==> src/rtl/ram_arbiter.sv <==
// rtl/ram_arbiter.sv - two-requester arbiter for a single-port RAM with lock and hold limit
module ram_arbiter #(
  parameter int SIZE     = 8,
  parameter int MAX_HOLD = 4
) (
  input  logic            clk,
  input  logic            rst,
  input  logic            m0_req,
  input  logic            m0_we,
  input  logic            m0_lock,
  input  logic [SIZE-1:0] m0_addr,
  input  logic [15:0]     m0_wdata,
  input  logic            m1_req,
  input  logic            m1_we,
  input  logic            m1_lock,
  input  logic [SIZE-1:0] m1_addr,
  input  logic [15:0]     m1_wdata,
  output logic            m0_gnt,
  output logic            m1_gnt,
  output logic            m0_rvalid,
  output logic            m1_rvalid,
  output logic [15:0]     m0_rdata,
  output logic [15:0]     m1_rdata,
  output logic            ram_wrEn,
  output logic [SIZE-1:0] ram_addr,
  output logic [15:0]     ram_wdata,
  input  logic [15:0]     ram_rdata
);

  localparam logic [3:0] HOLD_MAX = 4'(MAX_HOLD);

  // last winner, lock owner, hold counter, pending read and held address
  logic            last_q, last_d;
  logic            lock_q, lock_d;
  logic            lock_id_q, lock_id_d;
  logic [3:0]      hold_q, hold_d;
  logic            rd_pend_q, rd_pend_d;
  logic            rd_id_q, rd_id_d;
  logic [SIZE-1:0] addr_q, addr_d;

  logic            gnt0, gnt1, pick;
  logic            any_gnt, win_id, win_we, win_lock;
  logic [SIZE-1:0] win_addr;
  logic [15:0]     win_wdata;

  // choose the winner: single requester wins outright, contention goes to the
  // lock owner until it has used up its hold budget, otherwise round-robin
  always_comb begin
    gnt0 = 1'b0;
    gnt1 = 1'b0;
    pick = 1'b0;
    if (rst) begin
      if (m0_req && m1_req) begin
        if (lock_q) begin
          pick = (hold_q >= HOLD_MAX) ? ~lock_id_q : lock_id_q;
        end else begin
          pick = ~last_q;
        end
        gnt0 = ~pick;
        gnt1 = pick;
      end else begin
        gnt0 = m0_req;
        gnt1 = m1_req;
      end
    end
  end

  assign any_gnt   = gnt0 | gnt1;
  assign win_id    = gnt1;
  assign win_we    = gnt1 ? m1_we    : m0_we;
  assign win_lock  = gnt1 ? m1_lock  : m0_lock;
  assign win_addr  = gnt1 ? m1_addr  : m0_addr;
  assign win_wdata = gnt1 ? m1_wdata : m0_wdata;

  assign m0_gnt    = gnt0;
  assign m1_gnt    = gnt1;
  assign ram_wrEn  = any_gnt & win_we;
  assign ram_addr  = any_gnt ? win_addr : addr_q;
  assign ram_wdata = win_wdata;
  // a read launched just before reset must not surface while reset is held
  assign m0_rvalid = rst & rd_pend_q & ~rd_id_q;
  assign m1_rvalid = rst & rd_pend_q &  rd_id_q;
  assign m0_rdata  = ram_rdata;
  assign m1_rdata  = ram_rdata;

  // next state: lock survives only while the winner keeps asserting lock;
  // hold counts consecutive locked grants and saturates at the limit
  always_comb begin
    last_d    = last_q;
    lock_d    = 1'b0;
    lock_id_d = lock_id_q;
    hold_d    = 4'd0;
    rd_pend_d = 1'b0;
    rd_id_d   = rd_id_q;
    addr_d    = addr_q;
    if (any_gnt) begin
      last_d    = win_id;
      addr_d    = win_addr;
      rd_pend_d = ~win_we;
      rd_id_d   = win_id;
      if (win_lock) begin
        lock_d    = 1'b1;
        lock_id_d = win_id;
        if (lock_q && (lock_id_q == win_id)) begin
          hold_d = (hold_q >= HOLD_MAX) ? hold_q : hold_q + 4'd1;
        end else begin
          hold_d = 4'd1;
        end
      end
    end
  end

  // state registers with synchronous active-low reset
  always_ff @(posedge clk) begin
    if (!rst) begin
      last_q    <= 1'b1;
      lock_q    <= 1'b0;
      lock_id_q <= 1'b0;
      hold_q    <= 4'd0;
      rd_pend_q <= 1'b0;
      rd_id_q   <= 1'b0;
      addr_q    <= '0;
    end else begin
      last_q    <= last_d;
      lock_q    <= lock_d;
      lock_id_q <= lock_id_d;
      hold_q    <= hold_d;
      rd_pend_q <= rd_pend_d;
      rd_id_q   <= rd_id_d;
      addr_q    <= addr_d;
    end
  end

endmodule

==> config.mk <==
export PLATFORM = sky130hd
export DESIGN_NAME = ram_arbiter
export DESIGN_NICKNAME = d
export VERILOG_FILES = /design/src/rtl/ram_arbiter.sv
export SDC_FILE = /design/constraint.sdc
export NUM_CORES = 1
export LEC_CHECK = 0
export BUFFER_PORTS_ARGS = -buffer_cell sky130_fd_sc_hd__buf_2
export CELL_PAD_IN_SITES_DETAIL_PLACEMENT = 1
export CELL_PAD_IN_SITES_GLOBAL_PLACEMENT = 2
export CORE_UTILIZATION = 19
export CTS_BUF_LIST = sky130_fd_sc_hd__clkbuf_8
export DETAILED_ROUTE_END_ITERATION = 8
export GPL_TIMING_DRIVEN = 0
export PLACE_DENSITY = 0.86
export SLEW_MARGIN = 30
export SYNTH_ARGS = -nofsm -noshare
export SYNTH_HDL_FRONTEND = slang
export SYNTH_SLANG_ARGS = --single-unit
==> constraint.sdc <==
create_clock -name clk -period 2 [get_ports clk]
set_input_delay 0.1 -clock clk [delete_from_list [all_inputs] [get_ports clk]]
set_output_delay 0.1 -clock clk [all_outputs]
set_load 0.005 [all_outputs]
==> impl_metrics.ini <==
[run_status]
status = complete, but fails checks
violations = negative setup slack

[critical_path]
worst_path_dominant_cell_family = simple AND/OR/NAND/NOR gates
crit_buf_inv = 2
rr_worst_depth = 6
r2r-start = lock_id_q
crit_path_top_delay_cell = or3_4
r2r-end = hold_q[1]
slowest_delay_ps = 410
required_ps = 1900
start_kind = flop
crit_path_end_kind = output pin
r2r_slack_ps = 280
crit_chain = or3_4 > a31o_4 > buf_6 > and3_4 > a221o_1 > buf_2
cp_max_fo = 5
arrival_ps = 1940
crit_type = reg -> out

[clock_tree]
clockBufferDepth = 2
htreeDepth = 1
cts_sinks = 17
clk-insertion-delay-late_ps = 250
clk_pin_slew_worst_paths_ps = 70
cts_made_buffers = 3
postCtsHoldBufs = 0
cts_tree = done
cts_root_buffer = clkbuf_8

[sta]
rsz0062_at_grt = true
holdWs_ps = 62.6
drv_slew = 0
slew_headroom_pct = 55.6
finalCritPeriodShare_pct = 102
fin_ws_ps = -39.7
tightest_slew_ps = 662
setup_viol = 7
clock_skew_ps = 2.51
max_freq_mhz = 490
hold_viol = 0
period_minus_slack_ps = 2040

[cells_and_area]
final_cell_area_mm2 = 0.00236
antennaDiodeCount = 0
final_core_util_pct = 32.3
drive_gt1_share_pct = 71.5
fin_nets = 355
fin_cells = 380
areaGrowthSynthToFinish_pct = 62.8

[drt]
drc = 0
vias_per_cell = 4.26
drt-wirelength-per-cell_um = 12.8
drt_iter0_drc = 32
ant_nets = 0
vias = 1619
drt_pass1_iterations = 4
wirelength_um = 4850

[global_route]
grt_usage_pct = 11.0
grt-ovfl-total = 0
grt_pass1_wl_um = 6740
grt_pass1_vias = 1474
grt_max_degree = 11
antenna_found_initial = 0

[yosys]
synth_top_area_share_pct = 23.5
synth_top_family_by_area = compound AO/OA/AOI/OAI gates
synth_area_leaders = dfxtp_1 24%, buf_4 17%, mux2_4 7.3%
yosysWarningCount = 0
synth_area_mm2 = 0.00145
ys_seq_area_share_pct = 23.5
ys_ff_latch = 17
synth_area_per_cell_um2 = 9.65
synth_top_cell_by_area = dfxtp_1
async_flop_share_pct = 0
synthMuxAreaShare_pct = 14.3
synthDistinctLibCells = 36
ys_dominant_reg_cell = dfxtp_1
synth_fp_nets = 223
syn_inst = 150
synth_compound_area_share_pct = 23.2
yosys.area_share.adder_pct = 0.864
synth_edf_count = 0
synth_simple_gate_area_share_pct = 17.0
synth-xor-area-share_pct = 0.605

[placed_design]
dpl.cell_count = 365
place_hpwl_um = 3780
placed_area_mm2 = 0.00215
io_buffers = 116
gp_congestion = 0.714

[hold_path]
min_to = addr_q[3]
hp-start = m0_addr[3]
worstHoldPathType = in -> reg
min_path_cells = 2

[die]
ios = 133
die_x_um = 89.3
fp.dieArea_mm2 = 0.00797
num_rows = 31
die_h_um = 89.3
placeableCoreArea_mm2 = 0.00729
initial_utilization_pct = 19.9

[pwr]
total_power_uw = 1060
leakage_uw = 0.00127
irDropWorstVdd_mv = 0.206
power.density_mw_per_mm2 = 451

[job]
drv_cap = 0
[placed cells by master (no fill, tap or decap), types with 2 or more instances in the layout]
master / n
buf_4: 41
dfxtp_1: 15
clkbuf_8: 3
o21ai_1: 2
and3_1: 11
buf_2: 110
buf_6: 9
a211o_1: 9
mux2_4: 7
dfxtp_4: 2
nand3_1: 2
a21oi_1: 3
nand2_1: 5
clkbuf_1: 3
mux2_2: 9
o21ai_0: 3
and3_4: 7
inv_1: 4
a211oi_1: 2
a221o_1: 7
nor2_1: 5
[flip-flops by register name, indices dropped and copies added, names as in the netlist]
register and count:
addr_q 8, hold_q 4, last_q 1, lock_id_q 1, lock_q 1, rd_id_q 1
rd_pend_q 1
[worst max path at each step]
stage | startpoint | end | cells past startpoint
after floorplan | hold_q[3] | ram_addr[0] | 5
after global placement | hold_q[3] | ram_addr[0] | 6
after detailed placement | hold_q[3] | ram_wdata[11] | 6
after CTS | lock_id_q | ram_addr[7] | 6
after global routing | hold_q[3] | ram_addr[0] | 6
final | lock_id_q | ram_addr[7] | 6
[cell families (layout without fill, tap and decap cells)]
logic type | count (synthesis) | count (layout)
multiplexers | 16 | 16
AO/OA/AOI/OAI | 38 | 38
XOR/XNOR | 1 | 1
buffers and inverters | 41 | 172
AND/OR/NAND/NOR | 36 | 36
flip-flops | 17 | 17
adder cells (fa/ha/maj) | 1 | 1
[per-layer routing]
metal  wire [um]  track usage [%]
met4          23             1.73
met5           0                0
met2        2460             19.6
met1        1940             13.4
met3         424             2.86
[power breakdown]
group,total [uW],switching [uW],internal [uW]
Sequential,381,17.5,363
Clock,259,122,136
Combinational,423,161,262
[Yosys cell counts, types with 2 or more instances]
cell,count
a21oi_1,3
dfxtp_1,17
a211o_1,9
mux2_2,9
nand3_1,2
and3_4,7
o21ai_0,3
buf_4,32
nor2_1,5
and3_1,11
buf_6,3
a31o_1,2
inv_1,3
o21ai_1,3
mux2_4,7
a211oi_1,2
clkbuf_1,3
nand2_1,5
a221o_1,7
[final cells by class]
cell class	instances	area [um^2]
well taps	99	124
inverters	3	11.3
plain buffers	38	289
clock inverters	1	3.75
multi-input cells	92	823
clock buffers	3	41.3
flip-flops and latches	17	348
repair buffers	127	717
fillers	912	4930
[through the flow]
step / TNS [ps] / setup slack, ps
4_1_cts: -255 / -52.7
2_1_floorplan: 0 / 374
5_1_grt: -1160 / -106
3_5_place_dp: 0 / 110
6_report: -144 / -39.7
3_3_place_gp: 0 / 134
[timing repair]
action | 4_1_cts | 5_1_grt
pin swaps | 12 | 0
gates resized for setup | 10 | 5
cloned | 1 | 0
buffers inserted | 9 | 1
setup endpoints to repair | 20 | 24
Note: power is estimated with default switching activity, not from simulation.
